===== src/rtl/cdp_mul_ctrl_pkg.sv =====
// rtl/cdp_mul_ctrl_pkg.sv - shared types and defaults for the CDP multiplier sequencer
package cdp_mul_ctrl_pkg;

  typedef enum logic [1:0] {
    IDLE  = 2'd0,
    RUN   = 2'd1,
    DRAIN = 2'd2,
    DONE  = 2'd3
  } mul_state_e;

  localparam int CNT_W_DEF    = 32;
  localparam int OUTS_W_DEF   = 4;
  localparam int MAX_OUTS_DEF = 8;

endpackage


===== src/rtl/cdp_credit_cnt.sv =====
// rtl/cdp_credit_cnt.sv - outstanding-beat up/down counter, saturating at zero, with full flag
module cdp_credit_cnt #(
  parameter int OUTS_W   = 4,
  parameter int MAX_OUTS = 8
) (
  input  logic              clk_i,
  input  logic              rst_ni,
  input  logic              inc_i,
  input  logic              dec_i,
  output logic [OUTS_W-1:0] count_o,
  output logic              full_o
);

  localparam logic [OUTS_W-1:0] MAX_CNT = OUTS_W'(MAX_OUTS);

  logic [OUTS_W-1:0] count_q, count_d;
  logic              dec_eff;

  // A retire with nothing outstanding is dropped so the count never underflows.
  always_comb begin
    dec_eff = dec_i & (count_q != '0);
    count_d = count_q;
    if (inc_i && !dec_eff) begin
      count_d = count_q + OUTS_W'(1);
    end else if (dec_eff && !inc_i) begin
      count_d = count_q - OUTS_W'(1);
    end
  end

  always_ff @(posedge clk_i or negedge rst_ni) begin
    if (!rst_ni) begin
      count_q <= '0;
    end else begin
      count_q <= count_d;
    end
  end

  assign count_o = count_q;
  assign full_o  = (count_q >= MAX_CNT);

endmodule


===== src/rtl/cdp_dp_mul_ctrl.sv =====
// rtl/cdp_dp_mul_ctrl.sv - per-layer sequencer joining sync/intp streams into the multiplier issue port
module cdp_dp_mul_ctrl
  import cdp_mul_ctrl_pkg::*;
#(
  parameter int CNT_W    = CNT_W_DEF,
  parameter int OUTS_W   = OUTS_W_DEF,
  parameter int MAX_OUTS = MAX_OUTS_DEF
) (
  input  logic             nvdla_core_clk,
  input  logic             nvdla_core_rstn,
  input  logic             reg2dp_op_en,
  input  logic             reg2dp_mul_bypass,
  input  logic [CNT_W-1:0] reg2dp_beat_cnt,
  input  logic             sync_pvld,
  output logic             sync_prdy,
  input  logic             intp_pvld,
  output logic             intp_prdy,
  output logic             issue_vld,
  input  logic             issue_rdy,
  output logic             mul_bypass_en,
  input  logic             out_fire,
  output logic             busy,
  output logic             dp2reg_done
);

  mul_state_e        state_q, state_d;
  logic [CNT_W-1:0]  total_q, total_d;
  logic [CNT_W-1:0]  beat_q, beat_d;
  logic              byp_q, byp_d;
  logic              busy_q, busy_d;
  logic              armed_q, armed_d;
  logic [OUTS_W-1:0] outs;
  logic              full, run, can_issue, fire;

  // A retire in the same cycle frees the slot the new beat takes.
  assign run       = (state_q == RUN);
  assign can_issue = ~full | out_fire;
  assign issue_vld = run & sync_pvld & intp_pvld & can_issue;
  assign sync_prdy = run & issue_rdy & intp_pvld & can_issue;
  assign intp_prdy = run & issue_rdy & sync_pvld & can_issue;
  assign fire      = issue_vld & issue_rdy;

  cdp_credit_cnt #(
    .OUTS_W   (OUTS_W),
    .MAX_OUTS (MAX_OUTS)
  ) u_credit (
    .clk_i   (nvdla_core_clk),
    .rst_ni  (nvdla_core_rstn),
    .inc_i   (fire),
    .dec_i   (out_fire),
    .count_o (outs),
    .full_o  (full)
  );

  always_comb begin
    state_d = state_q;
    total_d = total_q;
    beat_d  = beat_q;
    byp_d   = byp_q;
    busy_d  = busy_q;
    armed_d = armed_q | ~reg2dp_op_en;
    case (state_q)
      IDLE: begin
        if (reg2dp_op_en && armed_q) begin
          byp_d   = reg2dp_mul_bypass;
          total_d = reg2dp_beat_cnt;
          beat_d  = '0;
          busy_d  = 1'b1;
          state_d = (reg2dp_beat_cnt == '0) ? DONE : RUN;
        end
      end
      RUN: begin
        if (fire) begin
          beat_d = beat_q + CNT_W'(1);
          if (beat_q == total_q - CNT_W'(1)) begin
            state_d = DRAIN;
          end
        end
      end
      DRAIN: begin
        if (outs == '0) begin
          state_d = DONE;
        end
      end
      DONE: begin
        busy_d  = 1'b0;
        armed_d = 1'b0;
        state_d = IDLE;
      end
      default: state_d = IDLE;
    endcase
  end

  // armed_q comes out of reset set: no layer has completed yet, so op_en need not be seen low first.
  always_ff @(posedge nvdla_core_clk or negedge nvdla_core_rstn) begin
    if (!nvdla_core_rstn) begin
      state_q <= IDLE;
      total_q <= '0;
      beat_q  <= '0;
      byp_q   <= 1'b0;
      busy_q  <= 1'b0;
      armed_q <= 1'b1;
    end else begin
      state_q <= state_d;
      total_q <= total_d;
      beat_q  <= beat_d;
      byp_q   <= byp_d;
      busy_q  <= busy_d;
      armed_q <= armed_d;
    end
  end

  assign mul_bypass_en = byp_q;
  assign busy          = busy_q;
  assign dp2reg_done   = (state_q == DONE);

endmodule


===== config.mk =====
export PLATFORM = sky130hd
export DESIGN_NAME = cdp_dp_mul_ctrl
export DESIGN_NICKNAME = d
export VERILOG_FILES = /design/src/rtl/cdp_mul_ctrl_pkg.sv /design/src/rtl/cdp_credit_cnt.sv /design/src/rtl/cdp_dp_mul_ctrl.sv
export SDC_FILE = /design/constraint.sdc
export NUM_CORES = 1
export LEC_CHECK = 0
export ABC_AREA = 0
export CORE_ASPECT_RATIO = 0.8
export CORE_MARGIN = 2
export CORE_UTILIZATION = 40
export DETAILED_ROUTE_END_ITERATION = 12
export HOLD_SLACK_MARGIN = 0.15
export PLACE_DENSITY = 0.68
export SLEW_MARGIN = 20
export SYNTH_ARGS = -nofsm -noshare
export SYNTH_HDL_FRONTEND = slang
export SYNTH_SLANG_ARGS = --single-unit

===== constraint.sdc =====
create_clock -name nvdla_core_clk -period 3 [get_ports nvdla_core_clk]
set_input_delay 0.6 -clock nvdla_core_clk [delete_from_list [all_inputs] [get_ports nvdla_core_clk]]
set_output_delay 0.6 -clock nvdla_core_clk [all_outputs]
set_load 0.02 [all_outputs]

==> results.toml <==
[clocking]
cts_tree = "yes"
path_clk_slew_ns = 0.05
h-tree-depth = 3
cts_sinks = 73
cts_buffer_depth = 2
cts_hold_buffers = 0
cts_buffers = 9
root_buffer = "clkbuf_16"
clk-insertion-delay-late_ns = 0.34

[detailed_routing]
drc = 0
wirelength_um = 11900
wl_per_cell_um = 16.9
ant_nets = 0
vias_per_cell = 5.47
first_iter_violations = 288
route.vias.total = 3866
drt-pass1-iter-count = 4

[final_layout]
finalNetCount = 606
drive_gt1_frac = 0.216
final_util = 0.518
final_area_sq_mm = 0.00590
areaGrowthSynthToFinish_pct = 27.5
diodes = 0

[power_and_ir_drop]
ir_drop_mv = 0.247
power.density_mw_per_mm2 = 429
p_leak_nw = 2.76

[logic_synthesis]
synth_cells = 472
synth_cell_types = 60
netlist_top_cells_count = "72 x dfrtp_1, 59 x nor2_1, 38 x xnor2_1, 35 x mux2_2, 32 x xor2_1"
seq_area_frac_synth = 0.395
synth-edff-count = 0
synthTopCellsByArea = "dfrtp_1 39%, mux2_2 8.5%, xnor2_1 7.2%"
synth_area_sq_mm = 0.00462
avgSynthCellArea_sq_um = 9.80
postSynth.asyncResetShare = 1.00
yosysTopAreaCell = "dfrtp_1"
synth_seq_cells = 73
synth.top_cell.area_share = 0.390
ys_warn_count = 0
synth_ff_type = "dfrtp_1"
yosysMostFrequentCell = "dfrtp_1"
syn_nets = 523

[sta]
relSlewSlack = 0.382
slew_violations = 0
setup_ws_ns = 0.0690
hold_viol_final = 0
rsz0062_at_grt = "false"
skew_ns = 0.00625
tightest_slew_ns = 0.927
min_period_over_period = 0.977
min_period_ns = 2.93
setup_viol = 0
timing.fmax_ghz = 0.341

[global_routing]
antenna_found_initial = 0
first_global_vias = 3852
grt_pass1_wl_um = 19700
grt_start_max_net_pins = 74
grt_overflow = 0
gr-usage-all-layers = 0.199

[floorplanning]
die_h_um = 100
initial_utilization = 0.406
floorplan.rows = 35
die_area_sq_mm = 0.0124
die_x_um = 124
io_pins = 46
core_sq_mm = 0.0114

[placed_design]
gp_congestion = 0.915
placed_cell_area_sq_mm = 0.00547
pre_cts_ws_ns = -0.00968
portBuffers = 45
post-dp-hpwl_um = 8950

[setup_path]
path_delay_family = "simple AND/OR/NAND/NOR gates"
crit_arrival_ns = 3.16
cp.required_ns = 3.23
critical_path_class = "reg2reg"
crit_path_start_kind = "flop"
slowest_stage = "or4_4"
cp_cell_sequence = "or4_4 -> nor4_4 -> nand3_4 -> or4b_4 -> a31o_1 -> a221oi_4 -> a22oi_2 -> mux2_4"
slowest_delay_ns = 0.57
endpoint_kind = "flop"
cp_max_fo = 3
worst-path-buf-inv = 0

[hold_path]
min_path_type = "in2async"

[outcome]
outcome = "finished clean"

[flow_run]
cap_violations = 0
worst register-to-register path: stages (launching register included):
cell	delay, ns
dfrtp_1	0.39
or4_4	0.57
nor4_4	0.34
nand3_4	0.12
or4b_4	0.49
a31o_1	0.22
a221oi_4	0.26
a22oi_2	0.12
mux2_4	0.31
layout by cell type (no fill, tap or decap), types with 6 or more instances in the layout:
| cell type | synthesis | layout |
|---|---|---|
| nor3_1 | 9 | 8 |
| or4_1 | 8 | 6 |
| xnor2_1 | 38 | 38 |
| clkdlybuf4s50_1 | 0 | 44 |
| clkbuf_16 | 0 | 9 |
| nor2_1 | 59 | 57 |
| inv_1 | 10 | 10 |
| o21ai_0 | 8 | 8 |
| nand2_1 | 29 | 29 |
| mux2_2 | 35 | 35 |
| buf_4 | 0 | 43 |
| dfrtp_1 | 72 | 72 |
| a21oi_1 | 9 | 9 |
| xor2_1 | 32 | 32 |
| and3_1 | 11 | 11 |
| nor4_1 | 16 | 15 |
| nand4_1 | 10 | 10 |
| nand3_1 | 19 | 17 |
| ha_1 | 10 | 10 |
per-stage QoR:
step / std cells / setup TNS [ns] / hold WS (ns) / total power, W
finish: 707 / 0 / 0.395 / 0.00253
global route: 707 / 0 / 0.486 / 0.00264
CTS: 701 / 0 / 0.436 / 0.00255
detailed placement: 686 / -0.00968 / 0.478 / 0.00147
global placement: 686 / 0 / 0.475 / 0.00146
floorplan: 472 / 0 / 0.304 / 0.00133
what timing repair did:
action                     in CTS  in global routing
setup endpoints to repair       1                  1
buffers inserted                0                  6
pin swaps                       0                  9
gates resized for setup         3                 14
report_power, final:
| part | switching, W | total, W | internal [W] | leakage (nW) |
|---|---|---|---|---|
| clock network | 0.000416 | 0.00108 | 0.000659 | 0.144 |
| logic | 0.000149 | 0.000335 | 0.000185 | 1.62 |
| registers | 0.0000759 | 0.00112 | 0.00104 | 0.991 |
| total | 0.000641 | 0.00253 | 0.00189 | 2.76 |
flip-flops by register name, indices dropped and copies added (netlist names):
signal and count:
beat_q 32, total_q 32, u_credit.count_o 4, state_q 2, armed_q 1, busy 1
mul_bypass_en 1
final cells by class:
cell class                 count  area (sq um)
tap                          148           185
fill                        1038          5490
clock inverter                 5          56.3
sequential                    73          1830
multi-input combinational    373          2790
inverter                      11          41.3
clock buffer                  10           239
timing repair buffer          87           763
per-layer routing:
| metal | routed length, um | vias up | track usage | part of all wire |
|---|---|---|---|---|
| met2 | 5590 | 96 | 0.322 | 0.47 |
| met1 | 5400 | 1873 | 0.269 | 0.45 |
| met4 | 146 | 0 | 0.0510 | 0.012 |
| met5 | 0 | - | 0 | 0 |
| li1 | - | 1883 | - | - |
| met3 | 785 | 14 | 0.0496 | 0.066 |
path summary, 6_finish.rpt:
kind                            slack, ns       startpoint          to  depth (start not counted)
worst min-delay path                 0.39  nvdla_core_rstn  total_q[3]                          1
worst max register to register       0.07      total_q[23]  state_q[1]                          8
min in group nvdla_core_clk          0.48          armed_q     armed_q                          2
max in group asynchronous            2.00  nvdla_core_rstn  beat_q[19]                          1
worst min register to register       0.48          armed_q     armed_q                          2
worst max-delay path                 0.07      total_q[23]  state_q[1]                          8
logic make-up after synthesis:
| group | Yosys count | synth area share |
|---|---|---|
| flops | 73 | 0.395 |
| simple gates | 206 | 0.252 |
| fa+ha+maj | 11 | 0.0314 |
| xor+xnor | 70 | 0.133 |
| mux | 39 | 0.0950 |
| compound gates | 47 | 0.0714 |
| buf+inv | 26 | 0.0222 |
No activity file was read; power rests on OpenSTA's default activity.
